--- src/rtl/shift_load_ctrl.sv ---
// Two-requester load controller: round-robin grant, then streams the captured word MSB-first
// into an external shift register in 1-bit or 2-bit beats, with abort and done reporting.
module shift_load_ctrl #(
  parameter int unsigned WIDTH = 6
) (
  input  logic             clk,
  input  logic             reset,
  input  logic             req0,
  input  logic [WIDTH-1:0] data0,
  input  logic             mode0,
  input  logic             req1,
  input  logic [WIDTH-1:0] data1,
  input  logic             mode1,
  output logic             gnt0,
  output logic             gnt1,
  input  logic             abort,
  output logic             busy,
  output logic             done,
  output logic             done_id,
  output logic             aborted,
  output logic             sr_shift_en,
  output logic             sr_enable,
  output logic [WIDTH-1:0] sr_data
);

  localparam int unsigned CntW = $clog2(WIDTH);
  localparam logic [CntW-1:0] LastBeat1 = CntW'(WIDTH - 1);
  localparam logic [CntW-1:0] LastBeat2 = CntW'(WIDTH / 2 - 1);

  typedef enum logic [1:0] {StIdle, StShift, StDone} state_e;

  state_e           state_q, state_d;
  logic [CntW-1:0]  cnt_q, cnt_d;
  logic [WIDTH-1:0] word_q, word_d;
  logic             mode_q, mode_d;
  logic             id_q, id_d;
  logic             last_q, last_d;
  logic             grant0, grant1;
  logic             last_beat;
  logic             in_shift;

  assign last_beat = (cnt_q == (mode_q ? LastBeat2 : LastBeat1));
  assign in_shift  = (state_q == StShift);

  // Round-robin: on a tie the requester not granted last wins; never grant during reset.
  always_comb begin
    grant0 = 1'b0;
    grant1 = 1'b0;
    if (state_q == StIdle && reset) begin
      if (req0 && req1) begin
        grant0 = last_q;
        grant1 = ~last_q;
      end else begin
        grant0 = req0;
        grant1 = req1;
      end
    end
  end

  always_ff @(posedge clk) begin
    if (!reset) begin
      state_q <= StIdle;
      cnt_q   <= '0;
      word_q  <= '0;
      mode_q  <= 1'b0;
      id_q    <= 1'b0;
      last_q  <= 1'b1;
    end else begin
      state_q <= state_d;
      cnt_q   <= cnt_d;
      word_q  <= word_d;
      mode_q  <= mode_d;
      id_q    <= id_d;
      last_q  <= last_d;
    end
  end

  always_comb begin
    state_d = state_q;
    cnt_d   = cnt_q;
    word_d  = word_q;
    mode_d  = mode_q;
    id_d    = id_q;
    last_d  = last_q;
    unique case (state_q)
      StIdle: begin
        if (grant0 || grant1) begin
          state_d = StShift;
          cnt_d   = '0;
          id_d    = grant1;
          last_d  = grant1;
          word_d  = grant1 ? data1 : data0;
          mode_d  = grant1 ? mode1 : mode0;
        end
      end
      StShift: begin
        // Working copy shifts so the next beat always sits in the top bits.
        word_d = mode_q ? (word_q << 2) : (word_q << 1);
        if (abort) begin
          state_d = StIdle;
        end else if (last_beat) begin
          state_d = StDone;
        end else begin
          cnt_d = cnt_q + 1'b1;
        end
      end
      StDone: begin
        state_d = StIdle;
      end
      default: begin
        state_d = StIdle;
      end
    endcase
  end

  always_comb begin
    gnt0        = grant0;
    gnt1        = grant1;
    busy        = (state_q != StIdle);
    done        = (state_q == StDone);
    aborted     = in_shift && abort;
    done_id     = ((state_q == StDone) || (in_shift && abort)) ? id_q : 1'b0;
    sr_shift_en = in_shift;
    sr_enable   = in_shift && mode_q;
    sr_data     = '0;
    if (in_shift) begin
      if (mode_q) begin
        sr_data[1:0] = word_q[WIDTH-1 -: 2];
      end else begin
        sr_data[0] = word_q[WIDTH-1];
      end
    end
  end

endmodule

--- config.mk ---
export PLATFORM = sky130hd
export DESIGN_NAME = shift_load_ctrl
export DESIGN_NICKNAME = d
export VERILOG_FILES = /design/src/rtl/shift_load_ctrl.sv
export SDC_FILE = /design/constraint.sdc
export NUM_CORES = 1
export LEC_CHECK = 0
export CORE_MARGIN = 2
export CORE_UTILIZATION = 35
export CTS_CLUSTER_SIZE = 25
export DETAILED_ROUTE_END_ITERATION = 10
export PLACE_DENSITY = 0.66
export SYNTH_ARGS = -nofsm -noshare
export SYNTH_HDL_FRONTEND = slang
export SYNTH_SLANG_ARGS = --single-unit
--- constraint.sdc ---
create_clock -name clk -period 2.74 [get_ports clk]
set_input_delay 0.548 -clock clk [delete_from_list [all_inputs] [get_ports clk]]
set_output_delay 0.548 -clock clk [all_outputs]
set_load 0.05 [all_outputs]
Word level (Yosys, flattened, before mapping)
Cells that the tools add are included.
{ "classes": {"n_addsub": 1, "eq_ne": 7, "n_mux": 22, "n_bitwise": 1, "reduce_logical": 13} }
{ "op_table": {"columns": ["op", "count"], "rows": [
  ["2-to-1 mux 6 bit", 3],
  ["2-to-1 mux 3 bit", 4],
  ["one-hot mux 6 bit (2 select lines)", 1],
  ["2-to-1 mux 1 bit", 8],
  ["2-to-1 mux 2 bit", 4],
  ["one-hot mux 3 bit (2 select lines)", 1],
  ["AND reduction 2 bit", 3],
  ["logical AND 1 bit", 4],
  ["!= test 2 bit (second input constant)", 2],
  ["one-hot mux 2 bit (2 select lines)", 1],
  ["AND reduction 4 bit", 1],
  ["nonzero test 2 bit", 2],
  ["adder 3 x 1 -> 3 bit (second input constant)", 1],
  ["== test 3 bit", 1],
  ["!= test 3 bit (second input constant)", 1],
  ["== test 2 x 1 -> 1 bit (second input constant)", 1],
  ["== test 2 bit (second input constant)", 1],
  ["logical NOT 2 bit", 1],
  ["logical OR 1 bit", 2],
  ["!= test 2 x 1 -> 1 bit (second input constant)", 1],
  ["inverter 1 bit", 1]
]} }
{ "word_totals": {"ff_bits": 14, "in_bits": 19} }

Logic depth before layout (Yosys ltp)
Gate-level depths: netlist (run 1).
{ "logic_depth": {"word_depth": 6, "mapped_depth": 5, "mapped_depth_nobuf": 5} }

Least setup slack after synthesis (run 1)
Ideal clock, no wire load.
{ "synth_timing": {"kind": "reg2out", "start": "register state_q[1]", "end": "output port done_id", "t_arrival_ns": 1.901, "required_time_ns": 2.192, "path_slack_ns": 0.291, "path_stages_with_launch": 5, "n_path_buf": 0, "cell_sequence": "dfxtp_1 nand2b_1 inv_1 and2_1 o21a_1"} }
{ "synth_via": {"elab_chain_len": 4, "word_cells_on_any_way": 5, "classes_between": "eq/ne: 2; mux: 1; reduce/logical: 2"} }
{ "synth_lines": {"columns": ["item", "line_no", "rtl"], "rows": [
  ["start: declaration", "32", "state_e state_q, state_d;"],
  ["start signal: assignment", "62", "state_q <= StIdle;"],
  ["start signal: assignment", "69", "state_q <= state_d;"],
  ["== test 2 x 1 -> 1 bit", "43", "assign in_shift = (state_q == StShift);"],
  ["via sr_shift_en", "21", "output logic sr_shift_en,"],
  ["logical AND 1 bit", null, null],
  ["via aborted", "20", "output logic aborted,"],
  ["logical OR 1 bit", "122", "done_id = ((state_q == StDone) || (in_shift && abort)) ? id_q : 1'b0;"],
  ["2-to-1 mux 1 bit", "122", null],
  ["end: declaration", "19", "output logic done_id,"]
]} }
The timed path passes the listed nets, and every way through them passes these cells.

Final worst setup path (run 1)
{ "layout_timing": {"start": "register state_q[1]", "end": "output port sr_enable"} }
{ "layout_via": {"elab_chain_len": 2} }
{ "layout_lines": {"columns": ["item", "line_no", "rtl"], "rows": [
  ["== test 2 x 1 -> 1 bit", "43", null],
  ["logical AND 1 bit", "124", "sr_enable = in_shift && mode_q;"],
  ["end: declaration", "22", "output logic sr_enable,"]
]} }
Every way passes these cells.

==> impl_results.md, run 1 <==
* Status: finished clean
* Maxcap violations at 0
* Synth Register Bits at 14
* Peak VDD IR at about 0.24 mV
* Cts bufs inserted at 3
* R2r worst-path depth at 4
* TritonCTS clock tree: built
* Largest net degree at the start of global routing at 13
* Hold Buf Count CTS at 0
* Mapped Cells at ~110
* DR vias/cell at between 5 and 6
* DRC errors left at 0
* Initial antenna violation count at 0
* WHS Path Cells at 2
* Synthesized cell area at approximately 890 sq um
* Gr ovfl total at 0
* Commonest non-fill, non-tap cell in the layout: clkdlybuf4s50_1
* Kind of critical path: reg -> out
* EDFF count, synth at 0
* Distinct cells, synth at 42
* Instance count on the critical path at 4
* Sequential area share after synthesis at roughly a third
* Leakage at about 0.5 nW
* Inserted Diodes at 0
* Async set-reset flop share out of synthesis at 0%
* DRT Pass-1 Iters at 4
* Postcts setup bufs at 0
* Clock Pin Slew Worst Setup and Hold Paths at 80 ps
* Critical Path AT at 2000 ps
* Die Footprint at 2970 sq um
* Least-Margin Pin Slew at 510 ps
* NumNets Final at between 150 and 200
* Max Fclk at 393 MHz
* Crit-path slowest cell: clkdlybuf4s50_1
* Fin crit share at between 90% and 100%
* Cts repair resizes at 0
* DR WL/cell at between 10 and 15 microns
* Top_reg_cell synth: dfxtp_1
* Post-DP HPWL at between 1500 and 2000 microns
* PD cells at 428 nW/um^2
* Tot GR Track Use at 15.5%
* Clock root cell: clkbuf_4
* Initial DRC count at 23
* Synth Warn # at 0
* Fin. max-slew vios at 0
* Critical Path, Cell by Cell: nand2b_1 -> inv_1 -> and2_1 -> clkdlybuf4s50_1
* Max incr delay on CP at 810 ps
* IO buf count at 28
* Area grow syn2layout at 40.3%
* Setup TNS at 0 ps
* RSZ-0062 raised after global routing: false
* Core box area at roughly 2500 sq um
* Vias at 831
* Data required time of the worst path at approximately 2200 ps
* Buf/Inv on CP at 2
* Wirelength, routed at around 2000 microns
* Top delay family on crit path: buffers and inverters
* Share of layout cells above drive strength 1 at between 10% and 20%
* Fin Clk Skew at about 4.4 ps
* GPL Wtd Cong at approximately 0.79
* Startpoint Class: register
* Hold Slack at roughly 470 ps
* Syn_area_per_cell at 8.51 sq um
* Row count at 18
* Worst Path Max Fanout at 8
* Vias in the first global route at 730
* Fill count at about 230
* Slew headroom at 65.9%
* Maximum root-to-sink buffer count at 2
* Final hold violation count at 0
* H-tree depth at 1
* Critical Path End Type: output pin
* Boundary Pins at 33
* Crit path time final at 2540 ps
* Initial core utilization at between 30% and 40%
* Skew-Pair Late Insertion Delay at 280 ps
* Sinks on Clock Net at 14
* Die H at ~55 microns
* Setup-failing EPs final at 0
* Hold crit path type: reg -> reg
* First-pass GRT wire length at between 3000 and 4000 microns
* Most frequent cells in the layout: clkdlybuf4s50_1 (23), nand2_1 (15), dfxtp_1 (14)
* Final ANT Viol Nets at 0
* Final core occ at 51.1%
* Die X at 54.5 microns
registers in the layout, summed over array words and instances, names as in the netlist:
name and cells:
id_q 1, last_q 1, cnt_q 3, word_q 6, mode_q 1, state_q 2
final cells by class:
type                       count  area [sq um]  area share (%)
sequential                    14           280            22.4
clock buffer                   4          36.3            2.89
inverter                       4          15.0            1.20
timing repair buffer          30           333            26.5
tap                           30          37.5            2.99
multi-input combinational     82           552            44.0
report_power, final:
group	internal, mW	leakage, nW	switching, mW
clock network	0.0809	0.0210	0.0673
logic	0.0721	0.357	0.0841
registers	0.218	0.115	0.0141
total	0.371	0.493	0.166
worst paths after layout:
check / startpoint / end / slack (ps)
hold / removal: id_q$_SDFFE_PN0P_ / id_q$_SDFFE_PN0P_ / 470
hold reg to reg: id_q$_SDFFE_PN0P_ / id_q$_SDFFE_PN0P_ / 470
setup reg to reg: mode_q$_SDFFE_PN0P_ / cnt_q[1]$_SDFFE_PN0P_ / 1140
setup / recovery: state_q[1]$_SDFFE_PN0P_ / sr_enable / 200
metrics by stage:
step                      total power, mW  setup slack [ps]  cell area, sq um  std cells
after floorplan                     0.337               291               905        108
after global placement              0.392               503              1220        160
after detailed placement            0.392               444              1220        160
after CTS                           0.546               183              1250        164
after global routing                0.566               106              1250        164
final                               0.536               197              1250        164
per-layer routing:
layer	GRT usage [%]	wire [microns]	vias up
li1	-	-	423
met1	19.1	955	389
met2	24.5	1010	17
met3	4.37	67	2
met4	7.50	25	0
met5	0	0	-
tightest hold or removal path, delay by kind of cell (launching register included):
kind,cells,cell delay [ps]
AO/OA/AOI/OAI,1,50
flip-flops,1,320
AND/OR/NAND/NOR,1,60
synthesized netlist by cell type, types with 3 or more instances:
cell type	count	area share, %
o221ai_1	3	2.9
nand3_1	4	2.2
buf_4	5	4.2
nand2_1	15	6.3
nand2b_1	4	2.8
a31oi_1	5	3.5
inv_1	3	1.3
nor2_1	11	4.6
mux2i_1	3	3.4
dfxtp_1	14	31
kinds of logic (layout without fill, tap and decap cells):
family	Yosys count	count (layout)	share of synthesized area (%)
AO/OA/AOI/OAI	19	19	15.8
flip-flops	14	14	31.4
adder cells (fa/ha/maj)	1	1	1.40
buffers and inverters	12	38	8.12
AND/OR/NAND/NOR	49	49	32.1
XOR/XNOR	2	2	1.96
multiplexers	7	7	8.82
other	1	4	0.420
(Power assumes the default switching activity.)
==> inputs of run 2 (changes only) <==
--- a/config.mk
+++ b/config.mk
@@ -10,6 +10,7 @@
 export CTS_CLUSTER_SIZE = 25
 export DETAILED_ROUTE_END_ITERATION = 10
 export PLACE_DENSITY = 0.66
+export SETUP_SLACK_MARGIN = 0.4
 export SYNTH_ARGS = -nofsm -noshare
 export SYNTH_HDL_FRONTEND = slang
 export SYNTH_SLANG_ARGS = --single-unit
==> run 2 against run 1 <==
Sequential power about the same. Fmax up 12%. Sequential cell count unchanged. Setup slack improved by 270 ps. Critical path depth is 2 higher. Final cell count stayed put. Utilization is the same. Die area is the same. Sequential share of layout area did not move. Combinational power is essentially flat.
==> impl_results.md, run 2 (synthesized netlist as in run 1, its figures left out) <==
* Worst r2r src: mode_q$_SDFFE_PN0P_
* Critical Path AT at ~1700 ps
* Clock Pin Slew Worst Setup and Hold Paths at approximately 80 ps
* Sinks on Clock Net at 14
* Critical Path End Type: output pin
* Status: finished clean
* Crit path time final at ~2300 ps
* Commonest non-fill, non-tap cell in the layout: clkdlybuf4s50_1
* Worst Path Max Fanout at 8
* DRC errors left at 0
* Most frequent cells in the layout: clkdlybuf4s50_1 (18), nand2_1 (15), dfxtp_1 (14)
* Data required time of the worst path at about 2200 ps
* Largest net degree at the start of global routing at 13
* Initial DRC count at 21
* Sequential power share at between 40% and 50%
* Hold Slack at around 480 ps
* Gr ovfl total at 0
* Fin crit share at slightly above 80%
* Row count at 18
* Hold Buf Count CTS at 0
* Initial antenna violation count at 0
* Slew headroom at approximately two thirds
* Final hold violation count at 0
* Area grow syn2layout at 40.3%
* H-tree depth at 1
* Vias in the first global route at 738
* Area taken by multi-input logic gates at between 500 and 600 sq um
* Setup-failing EPs final at 0
* DRT Pass-1 Iters at 4
* RSZ-0062 raised after global routing: true
* TritonCTS clock tree: built
* Core box area at ~2500 sq um
* Setup crit end: done_id
* Leakage at between 0.5 and 0.6 nW
* Biggest regs: word_q (6), cnt_q (3), state_q (2)
* Die H at 54.5 microns
* Cts bufs inserted at 3
* Initial core utilization at 36.4%
* Startpoint Class: register
* Seq. cell area at about 280 sq um
* Total power at 0.503 mW
* Final ANT Viol Nets at 0
* PD cells at 401 nW/um^2
* IO buf count at 28
* Fill count at approximately 240
* Share of layout cells above drive strength 1 at 19.4%
* Least-Margin Pin Slew at approximately 500 ps
* Wirelength, routed at 1980 microns
* Largest register FFs at 6
* Placed insts at between 150 and 200
* Pre-CTS setup slack at about 470 ps
* Final WS setup at 465 ps
* DR vias/cell at 5.05
* GPL Wtd Cong at a little under 0.8
* Switching power at around 0.16 mW
* Die Footprint at about 3000 sq um
* Die X at 54.5 microns
* R2R setup slack at 1200 ps
* Max Fclk at about 440 MHz
* Peak VDD IR at about 0.26 mV
* Post-DP HPWL at 1590 microns
* Hold crit path type: reg -> reg
* Final core occ at between 50% and 60%
* Setup TNS at 0 ps
* R2r worst-path depth at 4
* Fin. max-slew vios at 0
* Area after DPL at 1220 sq um
* Final cell count without fillers at about 160
* NumNets Final at 156
* Crit path launch: state_q[1]$_SDFFE_PN0P_
* Largest reg by FF count: word_q
* Switching Fraction at between 30% and 40%
* Combinational power share at approximately 31%
* Fin Clk Skew at approximately 4.6 ps
* Postcts setup bufs at 0
* Inserted Diodes at 0
* Kind of critical path: reg -> out
* Clock root cell: clkbuf_4
* Tot GR Track Use at between 10 and 15%
* Boundary Pins at 33
* Maximum root-to-sink buffer count at 2
* Maxcap violations at 0
* Vias at roughly 830
* Reg2reg end: cnt_q[1]$_SDFFE_PN0P_
* Skew-Pair Late Insertion Delay at 280 ps
* Clock Power Share at approximately 23%
* Cell area after layout at 1250 sq um
* DR WL/cell at roughly 12 microns
* First-pass GRT wire length at between 3000 and 4000 microns
* Int Pwr at ~0.34 mW
-- run 2: cell count changes in the layout (fill, tap and decap cells not counted), moves of 2 or more --
cell	delta
clkdlybuf4s50_1	-5
dlymetal6s2s_1	+2
buf_4	+2
dlygate4sd2_1	+2
-- run 2: cell type report --
class	count	area share (%)
multi-input cells	82	44.3
repair buffers	31	27.1
flip-flops and latches	14	22.4
well taps	30	2.99
clock buffers	3	1.80
inverters	4	1.40
-- run 2: worst min path at each step --
stage,from,end,slack (ps),cells after the start
after global routing,word_q[5]$_SDFFE_PN0P_,word_q[5]$_SDFFE_PN0P_,540,2
final,id_q$_SDFFE_PN0P_,id_q$_SDFFE_PN0P_,480,2
after floorplan,id_q$_SDFFE_PN0P_,id_q$_SDFFE_PN0P_,450,2
after global placement,id_q$_SDFFE_PN0P_,id_q$_SDFFE_PN0P_,470,2
after CTS,id_q$_SDFFE_PN0P_,id_q$_SDFFE_PN0P_,480,2
after detailed placement,id_q$_SDFFE_PN0P_,id_q$_SDFFE_PN0P_,470,2
-- run 2: power groups by stage --
stage	combinational (mW)	sequential (mW)	clock, mW
final	0.156	0.232	0.115
after detailed placement	0.158	0.236	0
after global routing	0.169	0.234	0.132
after floorplan	0.108	0.230	0
after CTS	0.157	0.231	0.121
after global placement	0.157	0.236	0
-- run 2: what timing repair did --
| action | 4_1_cts | 5_1_grt |
|---|---|---|
| endpoints found under the setup margin | 3 | 4 |
| resized for setup | 3 | 3 |
| hold endpoints to repair | 0 | 0 |
| cloned | 0 | 0 |
-- run 2: layer usage --
metal	track usage, %	part of all wire, %	up-vias
li1	-	-	427
met1	17.1	45	382
met2	25.1	49	17
met3	5.74	4.8	2
met4	3.75	1.1	0
met5	0	0	-
-- run 2: worst max-delay path, stage by stage (launching register included) --
cell,delay (ps)
dfxtp_1,410
nand2b_2,240
inv_1,70
buf_4,160
and2_2,210
o21a_1,200
buf_12,150
